`src/rtl/dm_rr_arbiter_pkg.sv`:
```
// dm_rr_arbiter_pkg: shared FSM encodings and index-width helper for the data-memory arbiter
package dm_rr_arbiter_pkg;
    typedef enum logic {ST_RUN = 1'b0, ST_DRAIN = 1'b1} arb_state_t;
    function automatic int idx_w(input int n);
        return (n > 1) ? $clog2(n) : 1;
    endfunction
endpackage

```
`src/rtl/dm_rr_arbiter_picker.sv`:
```
// dm_rr_arbiter_picker: first eligible core at or above ptr, wrapping to 0
module dm_rr_arbiter_picker import dm_rr_arbiter_pkg::*; #(
    parameter int N  = 4,
    parameter int IW = idx_w(N)
) (
    input  logic [N-1:0]  eligible,
    input  logic [IW-1:0] ptr,
    output logic          found,
    output logic [IW-1:0] winner
);
    always_comb begin
        found  = 1'b0;
        winner = '0;
        // descending scan so the smallest offset from ptr wins
        for (int k = N - 1; k >= 0; k--) begin
            if (eligible[(int'(ptr) + k) % N]) begin
                found  = 1'b1;
                winner = IW'((int'(ptr) + k) % N);
            end
        end
    end
endmodule

```
`src/rtl/dm_rr_arbiter.sv`:
```
// dm_rr_arbiter: round-robin sharing of single-port MemoryQ among N_CORES cores
module dm_rr_arbiter import dm_rr_arbiter_pkg::*; #(
    parameter int N_CORES   = 4,
    parameter int reg_width = 12,
    parameter int READ_LAT  = 2
) (
    input  logic                           clk,
    input  logic                           reset,
    input  logic                           arb_en,
    input  logic [N_CORES-1:0]             req,
    input  logic [N_CORES-1:0]             we,
    input  logic [N_CORES*reg_width-1:0]   addr,
    input  logic [N_CORES*reg_width-1:0]   wdata,
    output logic [N_CORES-1:0]             gnt,
    output logic [N_CORES-1:0]             rvalid,
    output logic [reg_width-1:0]           rdata,
    output logic                           busy,
    output logic [reg_width-1:0]           mem_addr,
    output logic [reg_width-1:0]           mem_data,
    output logic                           mem_wren,
    input  logic [reg_width-1:0]           mem_q
);
    localparam int IW = idx_w(N_CORES);

    arb_state_t          state, nxt;
    logic                en_grant, found;
    logic [IW-1:0]       ptr, win, gidx;
    logic [N_CORES-1:0]  inflight, eligible;
    logic [READ_LAT-1:0] pv;
    logic [IW-1:0]       pc [READ_LAT];

    always_ff @(posedge clk) begin
        if (reset) state <= ST_RUN;
        else state <= nxt;
    end

    always_comb begin
        nxt = (state == ST_RUN) ? (arb_en ? ST_RUN : ST_DRAIN) : (arb_en ? ST_RUN : ST_DRAIN);
    end

    // leaving DRAIN grants at the same edge that sees arb_en return
    always_comb begin
        en_grant = (nxt == ST_RUN);
    end

    always_comb begin
        inflight = '0;
        for (int k = 0; k < READ_LAT; k++)
            if (pv[k]) inflight = inflight | (N_CORES'(1) << pc[k]);
        eligible = req & ~gnt & ~inflight;
    end

    dm_rr_arbiter_picker #(.N(N_CORES), .IW(IW)) u_pick (
        .eligible (eligible),
        .ptr      (ptr),
        .found    (found),
        .winner   (win)
    );

    always_ff @(posedge clk) begin
        if (reset) begin
            gnt      <= '0;
            gidx     <= '0;
            ptr      <= '0;
            mem_wren <= 1'b0;
            mem_addr <= '0;
            mem_data <= '0;
            pv       <= '0;
        end else begin
            if (en_grant && found) begin
                gnt      <= N_CORES'(1) << win;
                gidx     <= win;
                mem_addr <= addr[win*reg_width +: reg_width];
                mem_data <= wdata[win*reg_width +: reg_width];
                mem_wren <= we[win];
                ptr      <= (win == IW'(N_CORES - 1)) ? '0 : win + 1'b1;
            end else begin
                gnt      <= '0;
                mem_wren <= 1'b0;
            end
            pv <= READ_LAT'({pv, |gnt & ~mem_wren});
        end
    end

    // core indices ride alongside the valid bits; validity alone is reset
    always_ff @(posedge clk) begin
        pc[0] <= gidx;
        for (int k = 1; k < READ_LAT; k++) pc[k] <= pc[k-1];
    end

    always_comb begin
        rvalid = pv[READ_LAT-1] ? (N_CORES'(1) << pc[READ_LAT-1]) : '0;
        rdata  = mem_q;
        busy   = |gnt | |pv;
    end
endmodule

```
`config.mk`:
```
export PLATFORM = sky130hd
export DESIGN_NAME = dm_rr_arbiter
export DESIGN_NICKNAME = d
export VERILOG_FILES = /design/src/rtl/dm_rr_arbiter_pkg.sv /design/src/rtl/dm_rr_arbiter_picker.sv /design/src/rtl/dm_rr_arbiter.sv
export SDC_FILE = /design/constraint.sdc
export NUM_CORES = 1
export LEC_CHECK = 0
export CORE_MARGIN = 2
export CORE_UTILIZATION = 34
export CTS_CLUSTER_DIAMETER = 200
export CTS_CLUSTER_SIZE = 28
export DETAILED_ROUTE_END_ITERATION = 10
export HOLD_SLACK_MARGIN = 0.02
export PLACE_DENSITY = 0.8
export SLEW_MARGIN = 20
export SYNTH_ARGS = -nofsm -noshare
export SYNTH_HDL_FRONTEND = slang
export SYNTH_SLANG_ARGS = --single-unit
```
`constraint.sdc`:
```
create_clock -name clk -period 2.1 [get_ports clk]
set_input_delay 0.42 -clock clk [delete_from_list [all_inputs] [get_ports clk]]
set_output_delay 0.42 -clock clk [all_outputs]
set_load 0.02 [all_outputs]
```
==> run metrics <==
CP Class reg2reg; commonest cells after routing, fill and taps aside clkdlybuf4s50_1, dfxtp_1, buf_4; drt via density 5.71; Sw Pwr 1.13 mW; gr usage total 23.5%; H-Tree Depth 2; Final Cycle Share 104%; port bufs 140; CTS root buf clkbuf_8; # IOs 165; core footprint 0.00765 mm^2; starting density of the core 34.8%; fill count 614; VDD IR max 325 uV; switching portion of total power 34.5%; die width 92.4 um; flop2flop setup slack -0.08 ns; hold_buf cts 0; Worst slew margin 78.4%; RSZ-0062 raised after global routing true; # rows 32; Hold Path Sink pc[0][1]$_DFF_P_; worst path arrival time 2.40 ns; Required @ worst endpoint 2.32 ns; Yosys warnings 0; syn_nets 435; uppermost routed layer met4; vias in the first global route 3338; # DRC 0; final worst slack -0.0766 ns; grt total ovfl 0; Seq/Total Area, Yosys 29.4%; Pre-Repair DR Iteration Count 5; launch point of the worst reg-to-reg path pv[0]$_SDFF_PP0_; largest net degree at the start of global routing 36; Num CTS Buffers 5; DR vias 3326; DR WL/cell 18.2 um; reg2reg path depth 9; Yosys reg bits 39; Synth Area per Inst 8.41 um^2; Cell Area, Synth 0.00266 mm^2; Worst Max-Slew Pin Slew 0.324 ns; crit-path max FO 6; area delta synth->final 84.7%; Nets 598; Top FF cell, synth dfxtp_1; final setup violation count 19; end of the worst register-to-register path mem_addr[3]$_SDFFE_PP0P_; final slew viol count 0; Flop pwr share 27.6%; Post-DP HPWL 7.28 mm; RePlAce Congestion 0.913; Total Wirelength 10.6 mm; Fmax 0.459 GHz; clock share of power 20.5%; clk_skew 0.00973 ns; # clock sinks 39; TritonCTS clock tree yes; n_diodes 0; ys async rst share 0%; Comb pwr share 51.9%; fin crit period 2.18 ns; global-route wire length before repair 16.1 mm; outcome complete, but fails checks; max cap viols 0; hold path depth 0; M1 wire length 4.14 mm; hold_sp gidx[1]$_SDFFE_PP0P_; Die H 92.4 um; synth unique cells 55; met2 WL 5.11 mm; met3 routed WL 1.05 mm; CP endpoint kind flop; CTS Buffer Depth 2; initial antenna violation count 0; Util after Layout 64.2%; Setup crit start kind flop; Mapped Cells 316; Final Hold Fails 0; commonest non-fill, non-tap cell in the layout clkdlybuf4s50_1; die area 0.00854 mm^2; leakage power 1.86 nW; Clock transition at path regs 0.08 ns; EDFF count, synth 0; internal power 2.15 mW; share of cells above drive strength 1 24.2%; pwr dens 669 mW/mm^2; Tightest Hold Check Type reg2reg; DR iter-0 viols 218; power consumption 3.28 mW; worst-skew pair later-pin latency 0.30 ns; post-route ant nets 0; failing checks setup timing
-- cell usage after synthesis (all sizes together), types with 2 or more instances --
library cell	instances	area [um^2]
a211o	25	220
a211oi	23	185
a21oi	2	10.0
a31oi	13	81.3
a41oi	2	17.5
and2	2	12.5
and3	22	138
and3b	4	42.5
buf	27	184
clkbuf	14	52.6
dfxtp	39	781
nand2	18	72.6
nand2b	5	31.3
nand3	29	145
nand3b	11	82.6
nand4b	2	17.5
nor2	7	28.8
nor3	9	67.6
nor3b	3	38.8
nor4	2	18.8
nor4b	2	32.5
o211a	2	20.0
o211ai	3	41.3
o21ai	25	125
o31ai	11	82.6
or4	2	18.8
-- critical path: stages (launching register included) --
cell and delay [ns]:
dfxtp_4 0.36, nor3b_2 0.15, buf_4 0.15, or4b_4 0.51, o211ai_4 0.10, buf_12 0.16, buf_12 0.11, o21ai_0 0.08
a211o_1 0.31, a31oi_1 0.16
-- how the worst max path moves through the flow --
stage                           from                       end  slack (ns)
finish              pv[0]$_SDFF_PP0_  mem_addr[3]$_SDFFE_PP0P_       -0.08
global route        pv[0]$_SDFF_PP0_  mem_addr[9]$_SDFFE_PP0P_       -0.14
CTS                 pv[1]$_SDFF_PP0_  mem_addr[3]$_SDFFE_PP0P_       -0.05
detailed placement            req[0]  mem_addr[4]$_SDFFE_PP0P_       -0.47
global placement              req[0]  mem_addr[7]$_SDFFE_PP0P_       -0.42
floorplan           pv[1]$_SDFF_PP0_  mem_addr[0]$_SDFFE_PP0P_        0.01
-- power by group through the flow --
stage                     Sequential (mW)  Clock, mW  Combinational, mW
after floorplan                     0.995          0              0.668
after global routing                0.918      0.719               1.81
after detailed placement            0.917          0               1.42
after CTS                           0.902      0.692               1.51
final                               0.905      0.674               1.70
after global placement              0.914          0               1.39
-- layout make-up --
type	instances	area (um^2)	share of cell area, %
repair buffers	197	2080	42.4
inverters	1	3.75	0.0764
well taps	102	128	2.60
flip-flops and latches	39	790	16.1
clock inverters	2	35.0	0.713
multi-input cells	235	1790	36.5
clock buffers	6	82.6	1.68
-- state kept, by name, summed over array words and instances (netlist names) --
signal,flops
mem_addr,12
mem_wren,1
ptr,2
pc,4
gnt,4
pv,2
gidx,2
mem_data,12
-- per-layer routing --
layer / GRT usage [%] / up-vias
li1: - / 1543
met1: 26.9 / 1558
met2: 41.5 / 190
met3: 6.67 / 35
met4: 8.83 / 0
met5: 0 / -
-- kinds of logic after synthesis --
kind of cell	count (synthesis)	synth area share [%]
simple gates	123	29.6
compound gates	111	31.6
buf+inv	42	9.04
flops	39	29.4
mux	1	0.423
-- per-stage QoR --
stage               hold slack [ns]  area, um^2  setup WS, ns  TNS, ns  cells
global route                  0.376        4910        -0.139    -2.36    582
finish                        0.352        4910       -0.0766   -0.644    582
detailed placement            0.339        4390        -0.473   -11.99    559
global placement              0.339        4390        -0.420   -10.26    559
floorplan                     0.331        2660        0.0138        0    316
CTS                           0.366        4650       -0.0523   -0.387    572
-- repair_timing --
item | in CTS | in global routing
gates resized for setup | 25 | 39
gates cloned | 2 | 4
pin swaps | 4 | 27
endpoints found under the setup margin | 28 | 29
buffers inserted | 3 | 6
hold endpoints to repair | 0 | 0
Note: power is estimated with default switching activity, not from simulation.
